`config.mk`:
```
export PLATFORM = sky130hd
export DESIGN_NAME = dilithium_core_arbiter_flat
export DESIGN_NICKNAME = d
export VERILOG_FILES = /design/src/rtl/dilithium_core_arbiter_if.sv /design/src/rtl/dilithium_core_arbiter.sv /design/src/flat_wrapper.sv
export SDC_FILE = /design/constraint.sdc
export NUM_CORES = 1
export LEC_CHECK = 0
export CAP_MARGIN = 25
export CORE_AREA = 2 2 158 160
export DETAILED_ROUTE_END_ITERATION = 12
export DIE_AREA = 0 0 160 162
export HOLD_SLACK_MARGIN = 0.02
export SLEW_MARGIN = 25
export SYNTH_ARGS = -nofsm -noshare
export SYNTH_HDL_FRONTEND = slang
export SYNTH_SLANG_ARGS = --single-unit
export TNS_END_PERCENT = 10
```
`constraint.sdc`:
```
create_clock -name clk -period 5.02 [get_ports clk]
set_input_delay 1.004 -clock clk [delete_from_list [all_inputs] [get_ports clk]]
set_output_delay 1.004 -clock clk [all_outputs]
set_load 0.02 [all_outputs]
```
`src/rtl/dilithium_core_arbiter_if.sv`:
```
// Bundles the client and core stream/control signals around the shared Dilithium core.
// The slave modport is the arbiter's view. The master modport is the view of the
// clients plus the core.
interface dilithium_core_arbiter_if #(
    parameter int unsigned W     = 64,
    parameter int unsigned N_CLI = 2
);
    // Client control
    logic [N_CLI-1:0]        req;
    logic [1:0]              mode0;
    logic [1:0]              mode1;
    logic [N_CLI-1:0]        gnt;
    logic [N_CLI-1:0]        cli_done;

    // Client streams
    logic [N_CLI-1:0]        cli_valid_i;
    logic [N_CLI-1:0]        cli_ready_i;
    logic [N_CLI-1:0][W-1:0] cli_data_i;
    logic [N_CLI-1:0]        cli_valid_o;
    logic [N_CLI-1:0]        cli_ready_o;
    logic [N_CLI-1:0][W-1:0] cli_data_o;

    // Core control and streams
    logic                    core_start;
    logic [1:0]              core_mode;
    logic                    core_done;
    logic                    core_valid_i;
    logic                    core_ready_i;
    logic [W-1:0]            core_data_i;
    logic                    core_valid_o;
    logic                    core_ready_o;
    logic [W-1:0]            core_data_o;

    modport slave (
        input  req, mode0, mode1, cli_valid_i, cli_data_i, cli_ready_o,
               core_done, core_ready_i, core_valid_o, core_data_o,
        output gnt, cli_done, cli_ready_i, cli_valid_o, cli_data_o,
               core_start, core_mode, core_valid_i, core_data_i, core_ready_o
    );

    modport master (
        output req, mode0, mode1, cli_valid_i, cli_data_i, cli_ready_o,
               core_done, core_ready_i, core_valid_o, core_data_o,
        input  gnt, cli_done, cli_ready_i, cli_valid_o, cli_data_o,
               core_start, core_mode, core_valid_i, core_data_i, core_ready_o
    );
endinterface

```
`src/rtl/dilithium_core_arbiter.sv`:
```
// Two-client round-robin arbiter that time-shares one Dilithium core.
// Each job runs START -> RUN -> DONE. During the job, the owner's streams are muxed
// combinationally to and from the core.
// Optional build macro DILITHIUM_ARB_PERF_EN adds the last_cycles job-latency counter.
module dilithium_core_arbiter #(
    parameter int unsigned W     = 64,
    parameter int unsigned N_CLI = 2
) (
    input  logic                      clk,
    input  logic                      rst,
    dilithium_core_arbiter_if.slave   bus
`ifdef DILITHIUM_ARB_PERF_EN
    ,
    output logic [31:0]               last_cycles
`endif
);

    typedef enum logic [1:0] {
        IDLE  = 2'd0,
        START = 2'd1,
        RUN   = 2'd2,
        DONE  = 2'd3
    } state_t;

    state_t           state, state_next;
    logic             owner, owner_next;
    logic             ptr, ptr_next;
    logic             win;
    logic [1:0]       mode_q, mode_next;
    logic [N_CLI-1:0] gnt_q, gnt_next;
    logic [N_CLI-1:0] done_q, done_next;
    logic             start_q, start_next;

    // Next-state, round-robin pick and next values of the registered outputs
    always_comb begin
        state_next = state;
        owner_next = owner;
        ptr_next   = ptr;
        mode_next  = mode_q;
        gnt_next   = gnt_q;
        done_next  = '0;
        start_next = 1'b0;
        win        = ptr;
        case (state)
            IDLE: begin
                if (bus.req != '0) begin
                    win           = bus.req[ptr] ? ptr : ~ptr;
                    state_next    = START;
                    owner_next    = win;
                    ptr_next      = ~win;
                    mode_next     = win ? bus.mode1 : bus.mode0;
                    start_next    = 1'b1;
                    gnt_next      = '0;
                    gnt_next[win] = 1'b1;
                end
            end
            START: state_next = RUN;
            RUN: begin
                if (bus.core_done) begin
                    state_next       = DONE;
                    done_next[owner] = 1'b1;
                end
            end
            DONE: begin
                state_next = IDLE;
                gnt_next   = '0;
            end
            default: state_next = IDLE;
        endcase
    end

    // State and registered outputs
    always_ff @(posedge clk) begin
        if (rst) begin
            state   <= IDLE;
            owner   <= 1'b0;
            ptr     <= 1'b0;
            mode_q  <= '0;
            gnt_q   <= '0;
            done_q  <= '0;
            start_q <= 1'b0;
        end else begin
            state   <= state_next;
            owner   <= owner_next;
            ptr     <= ptr_next;
            mode_q  <= mode_next;
            gnt_q   <= gnt_next;
            done_q  <= done_next;
            start_q <= start_next;
        end
    end

    assign bus.gnt        = gnt_q;
    assign bus.cli_done   = done_q;
    assign bus.core_start = start_q;
    assign bus.core_mode  = mode_q;

    logic                    active_c;
    logic                    core_valid_i_c;
    logic                    core_ready_o_c;
    logic [W-1:0]            core_data_i_c;
    logic [N_CLI-1:0]        cli_ready_i_c;
    logic [N_CLI-1:0]        cli_valid_o_c;
    logic [N_CLI-1:0][W-1:0] cli_data_o_c;

    // Owner stream mux; everything held at zero while idle or in reset
    always_comb begin
        active_c       = (state != IDLE) && !rst;
        core_valid_i_c = 1'b0;
        core_ready_o_c = 1'b0;
        core_data_i_c  = '0;
        cli_ready_i_c  = '0;
        cli_valid_o_c  = '0;
        cli_data_o_c   = '0;
        if (active_c) begin
            core_valid_i_c       = bus.cli_valid_i[owner];
            core_data_i_c        = bus.cli_data_i[owner];
            core_ready_o_c       = bus.cli_ready_o[owner];
            cli_ready_i_c[owner] = bus.core_ready_i;
            cli_valid_o_c[owner] = bus.core_valid_o;
            cli_data_o_c[owner]  = bus.core_data_o;
        end
    end

    assign bus.core_valid_i = core_valid_i_c;
    assign bus.core_data_i  = core_data_i_c;
    assign bus.core_ready_o = core_ready_o_c;
    assign bus.cli_ready_i  = cli_ready_i_c;
    assign bus.cli_valid_o  = cli_valid_o_c;
    assign bus.cli_data_o   = cli_data_o_c;

`ifdef DILITHIUM_ARB_PERF_EN
    logic [31:0] cyc_cnt;
    logic [31:0] cyc_inc;

    assign cyc_inc = (cyc_cnt == 32'hFFFF_FFFF) ? cyc_cnt : cyc_cnt + 32'd1;

    // Job latency counter: the START cycle counts as 1; the core_done cycle is included
    always_ff @(posedge clk) begin
        if (rst) begin
            cyc_cnt     <= '0;
            last_cycles <= '0;
        end else if (state == START) begin
            cyc_cnt <= 32'd1;
        end else if (state == RUN) begin
            cyc_cnt <= cyc_inc;
            if (bus.core_done) begin
                last_cycles <= cyc_inc;
            end
        end
    end
`endif

endmodule

```
`src/flat_wrapper.sv`:
```
// flat-port wrapper written by rule: the top's interface ports become plain ports
module dilithium_core_arbiter_flat 
#(
    parameter int unsigned W     = 64,
    parameter int unsigned N_CLI = 2
)
  (clk, rst, bus_req, bus_mode0, bus_mode1, bus_cli_valid_i, bus_cli_data_i, bus_cli_ready_o, bus_core_done, bus_core_ready_i, bus_core_valid_o, bus_core_data_o, bus_gnt, bus_cli_done, bus_cli_ready_i, bus_cli_valid_o, bus_cli_data_o, bus_core_start, bus_core_mode, bus_core_valid_i, bus_core_data_i, bus_core_ready_o);
  dilithium_core_arbiter_if #(.W(W), .N_CLI(N_CLI)) bus_i ();
  input  logic clk;
  input  logic rst;
  input wire logic [$bits(bus_i.req)-1:0] bus_req;
  input wire logic [$bits(bus_i.mode0)-1:0] bus_mode0;
  input wire logic [$bits(bus_i.mode1)-1:0] bus_mode1;
  input wire logic [$bits(bus_i.cli_valid_i)-1:0] bus_cli_valid_i;
  input wire logic [$bits(bus_i.cli_data_i)-1:0] bus_cli_data_i;
  input wire logic [$bits(bus_i.cli_ready_o)-1:0] bus_cli_ready_o;
  input wire logic [$bits(bus_i.core_done)-1:0] bus_core_done;
  input wire logic [$bits(bus_i.core_ready_i)-1:0] bus_core_ready_i;
  input wire logic [$bits(bus_i.core_valid_o)-1:0] bus_core_valid_o;
  input wire logic [$bits(bus_i.core_data_o)-1:0] bus_core_data_o;
  output wire logic [$bits(bus_i.gnt)-1:0] bus_gnt;
  output wire logic [$bits(bus_i.cli_done)-1:0] bus_cli_done;
  output wire logic [$bits(bus_i.cli_ready_i)-1:0] bus_cli_ready_i;
  output wire logic [$bits(bus_i.cli_valid_o)-1:0] bus_cli_valid_o;
  output wire logic [$bits(bus_i.cli_data_o)-1:0] bus_cli_data_o;
  output wire logic [$bits(bus_i.core_start)-1:0] bus_core_start;
  output wire logic [$bits(bus_i.core_mode)-1:0] bus_core_mode;
  output wire logic [$bits(bus_i.core_valid_i)-1:0] bus_core_valid_i;
  output wire logic [$bits(bus_i.core_data_i)-1:0] bus_core_data_i;
  output wire logic [$bits(bus_i.core_ready_o)-1:0] bus_core_ready_o;
  assign bus_i.req = bus_req;
  assign bus_i.mode0 = bus_mode0;
  assign bus_i.mode1 = bus_mode1;
  assign bus_i.cli_valid_i = bus_cli_valid_i;
  assign bus_i.cli_data_i = bus_cli_data_i;
  assign bus_i.cli_ready_o = bus_cli_ready_o;
  assign bus_i.core_done = bus_core_done;
  assign bus_i.core_ready_i = bus_core_ready_i;
  assign bus_i.core_valid_o = bus_core_valid_o;
  assign bus_i.core_data_o = bus_core_data_o;
  assign bus_gnt = bus_i.gnt;
  assign bus_cli_done = bus_i.cli_done;
  assign bus_cli_ready_i = bus_i.cli_ready_i;
  assign bus_cli_valid_o = bus_i.cli_valid_o;
  assign bus_cli_data_o = bus_i.cli_data_o;
  assign bus_core_start = bus_i.core_start;
  assign bus_core_mode = bus_i.core_mode;
  assign bus_core_valid_i = bus_i.core_valid_i;
  assign bus_core_data_i = bus_i.core_data_i;
  assign bus_core_ready_o = bus_i.core_ready_o;
  dilithium_core_arbiter #(.W(W), .N_CLI(N_CLI)) u_core (.clk(clk), .rst(rst), .bus(bus_i));
endmodule
```
== After elaboration in Yosys (flattened, before gate mapping) ==
Cells that the tools add are included.

* Register bits after elaboration: 11
* Latch bits: 0
* RAM bits: 0
* Memory bits (read-only): 0
* Input bits: 207
* Word-level logic and storage cells: 66
* Memories kept: 0

* Add/sub/neg operators: 0
* Multiply operators: 0
* Div/mod/pow operators: 0
* Order comparisons: 5
* Equal/unequal tests: 5
* Shifts and indexed selects: 0
* Mux-type cells: 28
* Bitwise operators: 8
* Reduce and logical (&&, ||, !) cells: 13

{| class="wikitable"
|+ Operator list
! operator !! number
|-
| $mux 64 || 4
|-
| $and 128x128->128 || 1
|-
| $mux 128 || 1
|-
| $demux 64 s1 || 1
|-
| $mux 1 || 12
|-
| $mux 2 || 6
|-
| $pmux 2 s4 || 1
|-
| $lt 1x2->1 const B || 3
|-
| $reduce_and 2->1 || 3
|-
| $reduce_bool 2->1 || 3
|-
| $not 1->1 || 5
|-
| $and 2x2->2 || 2
|-
| $eq 2x2->1 const B || 2
|-
| $pmux 2 s2 || 1
|-
| $logic_and 1x1->1 || 3
|-
| $reduce_or 3->1 || 1
|-
| $demux 1 s1 || 2
|-
| $eq 2x1->1 const B || 1
|-
| $ge 1x1->1 const B || 2
|-
| $logic_not 2->1 || 1
|-
| $ne 2x1->1 const B || 1
|-
| $ne 2x2->1 const B || 1
|-
| $reduce_or 2->1 || 1
|-
| $logic_not 1->1 || 1
|}

== Depth between registers and ports, before layout ==
* Depth after elaboration: 9
* Mapped depth: 7
* Gate-level depth less buffers: 5

== Worst setup path before layout ==
Ideal clock, no wire load.

* Kind: in2out
* From: input port rst
* To: output port bus_core_data_i[19]
* Arrival: 2.015 ns
* Setup slack: 2.001 ns
* Stages: 4
* Path buffers: 2
* Cells stage by stage: buf_2 nor3b_2 clkbuf_1 a22o_1

* Cells in the longest elaborated chain, start to end: 3

{| class="wikitable"
|+ RTL lines
! element !! line !! RTL
|-
| from (decl) || flat_wrapper.sv:10 || <nowiki>input logic rst;</nowiki>
|-
| $logic_not 1->1 || dilithium_core_arbiter.sv:108 || <nowiki>active_c = (state != IDLE) && !rst;</nowiki>
|-
| $logic_and 1x1->1 || dilithium_core_arbiter.sv:108 ||
|-
| $mux 64 || dilithium_core_arbiter.sv:115 || <nowiki>if (active_c) begin</nowiki>
|-
| to (decl) || flat_wrapper.sv:29 || <nowiki>output wire logic [$bits(bus_i.core_data_i)-1:0] bus_core_data_i;</nowiki>
|}

No other way between the ends.

== Worst setup path after layout ==
* From: input port rst
* To: output port bus_core_data_i[54]

The elaborated chain is that of the path after synthesis.

==> results.md <==
- Outcome: complete, no violations
- Max Cap Violations: 0
- Sum Neg Setup Slack: 0 ns
- Die width: 160 µm
- Synth Warn #: 0
- Post-synthesis instance area: 0.002076 mm²
- GRT overflow: 0
- Post-synth top cells: and2_1 (133), a22o_1 (66), buf_2 (12), dfxtp_1 (11), clkbuf_2 (8)
- Largest net degree at the start of global routing: 73
- Slowest cell delay on critical path: 0.70 ns
- EDFF count, synth: 0
- CTS root buf: clkbuf_16
- Most common cell in the synthesized netlist: and2_1
- Final Instance Area: 0.006611 mm²
- Initial antenna violation count: 1
- Total leakage power: 2.445 nW
- Clock Sinks: 11
- Final total power: 2.143 mW
- Area leader, netlist: and2_1
- Post-route ant nets: 0
- Gpl congestion: 0.7987
- Total GRT Usage: 0.1162
- Port Buf Inserts: about 410
- Least-Margin Pin Slew: about 0.40 ns
- TritonCTS buffer count: 3
- Worst EP arrival: 3.25 ns
- Share of layout cells above drive strength 1: 0.01630
- Max frequency: 0.2353 GHz
- Worst slew margin: 0.7316
- Antenna fix cells: 0
- Fraction of registers with async set/reset: 0
- Vias: approximately 3,600
- H-tree Lvls: 1
- Synth unique cells: 25
- Top cells by area, synth: and2_1 (40%), a22o_1 (28%), dfxtp_1 (11%)
- Final worst-path cycle share: 0.8466
- Number of global-route vias before repair: 3,555
- DRC: 0
- Reg clk slew, reported paths: approximately 0.04 ns
- Placed Area: 0.006533 mm²
- Critical Path Sink Type: output port
- Bufs and invs on worst path: 3
- # hold bufs at CTS: 0
- Die Ht: 162 µm
- Worst EP required: 4.02 ns
- Post-synthesis sequential area ratio: 0.1061
- Die ar.: 0.02592 mm²
- Placement Rows: 57
- Critical Path, Cell by Cell: clkdlybuf4s50_1 -> nor3b_4 -> buf_12 -> a22o_1 -> clkdlybuf4s50_1
- Worst clock skew: 0.0008195 ns
- CTS tree: done
- Worst-path fanout max: 60
- Post-Syn Instances: 286
- WL final: between 15 and 20 mm
- RSZ-0062 raised after global routing: false
- Kind of critical path: input port to output port
- Initial Util: 0.08611
- I/O pins: 412
- Top FF cell, synth: dfxtp_1
- Worst Hold Class: register to register
- Post-CTS Setup Inserts: 0
- Post-cts gate resize count: 0
- Vias per Instance: 3.652
- Post-Syn Area per Cell: slightly above 7 µm²
- DPL Wire Length: between 10 and 15 mm
- Critical path launch point type: input port
- Final setup vio count: 0
- Core area: 0.02411 mm²
- Critical path's top delay family: buffers and inverters
- Max VDD drop: between 0.0002 and 0.00025 V
- Clock Path Buffers: 2
- Min Tclk post-route: 4.250 ns
- Insertion delay to the later sink of the worst-skew pair: between 0.2 and 0.25 ns
- Average wire per standard cell: 16.68 µm
- Syn nets: about 500
- Final net count: ~890
- Synth top area share: 0.4008
- Initial DRC count: 240
- Final hold slack: roughly 0.46 ns
- Area growth syn-to-layout: 218.5%
- FF+latch count, synth: 11
- Crit-path slowest cell: clkdlybuf4s50_1
- Final hold vios: 0
- Global-route wire length before repair: 23.24 mm
- Power Density: around 320 mW/mm²
- First-pass DRT Iterations: 4
- Top cell by count, worst path: clkdlybuf4s50_1
- Max-slew violations: 0
cells by family after synthesis:
family,after synthesis,synth area share
AND/OR/NAND/NOR,155,0.4581
multiplexers,3,0.01447
AO/OA/AOI/OAI,80,0.3201
adder cells (fa/ha/maj),4,0.02411
flip-flops,11,0.1061
buffers and inverters,33,0.07716
path summary, 6_finish.rpt:
kind	endpoint	cells past startpoint	slack [ns]	startpoint
min	u_core.bus.gnt[0]$_SDFFE_PP0P_	2	0.46	u_core.bus.gnt[0]$_SDFFE_PP0P_
min reg2reg	u_core.bus.gnt[0]$_SDFFE_PP0P_	2	0.46	u_core.bus.gnt[0]$_SDFFE_PP0P_
max reg2reg	u_core.owner$_SDFFE_PP0P_	5	3.55	u_core.state[0]$_SDFFE_PP0P_
max	bus_core_data_i[54]	5	0.77	rst
power by group:
part | internal (mW) | total (mW) | switching [mW]
registers | 0.119 | 0.146 | 0.0261
clock network | 0.107 | 0.145 | 0.0386
logic | 0.932 | 1.85 | 0.920
per-stage QoR:
step	cells	util	worst slack [ns]
floorplan	286	-	2.001
finish	999	0.2743	0.7699
CTS	999	0.2743	0.7679
global route	999	0.2743	0.6826
detailed placement	995	0.2710	0.7780
global placement	995	0.2710	0.7665
worst register-to-register path, stage by stage, from the launching register on:
cell and delay (ns):
dfxtp_1 0.33, inv_1 0.09, ha_1 0.40, o21a_1 0.28
nand3_1 0.12, o211a_1 0.14
flip-flops by register name, indices dropped and copies added (netlist names):
name / cells
u_core.bus.cli_done: 2
u_core.bus.core_mode: 2
u_core.bus.gnt: 2
u_core.state: 2
u_core.bus.core_start: 1
u_core.owner: 1
u_core.ptr: 1
placed cells by master (no fill, tap or decap):
master	netlist	layout
o21ai_0	6	6
nor2_1	5	5
and2_1	133	133
inv_1	3	3
nor3_4	1	1
o21a_1	1	1
nor3_1	1	1
nand2_1	7	7
clkdlybuf4s50_1	0	411
mux2i_1	3	3
ha_1	4	4
a22o_1	66	66
a21oi_1	3	3
nor2b_1	1	1
clkbuf_16	0	3
o211a_1	1	1
o221a_2	1	1
nor3b_1	1	1
dfxtp_1	11	11
a31oi_1	2	2
nor3b_4	0	1
or2_2	1	1
buf_12	0	4
clkbuf_1	7	1
nand3_1	4	4
cell type report:
type | count | area (µm²)
fillers | 2637 | 17490
flip-flops and latches | 11 | 220.2
repair buffers | 415 | 4194
well taps | 324 | 405.4
inverters | 3 | 11.26
multi-input cells | 242 | 1702
clock buffers | 4 | 78.83
routing by layer:
layer / vias to the layer above / GRT usage / wire length [µm] / share of wire
li1: 1779 / - / - / -
met1: 1632 / 0.1438 / 6715 / 0.40
met2: 219 / 0.2001 / 7962 / 0.48
met3: 16 / 0.03601 / 1678 / 0.10
met4: 2 / 0.02211 / 291 / 0.017
met5: - / 0 / 13 / 0.00078
Power figures use the tool's default switching activity.
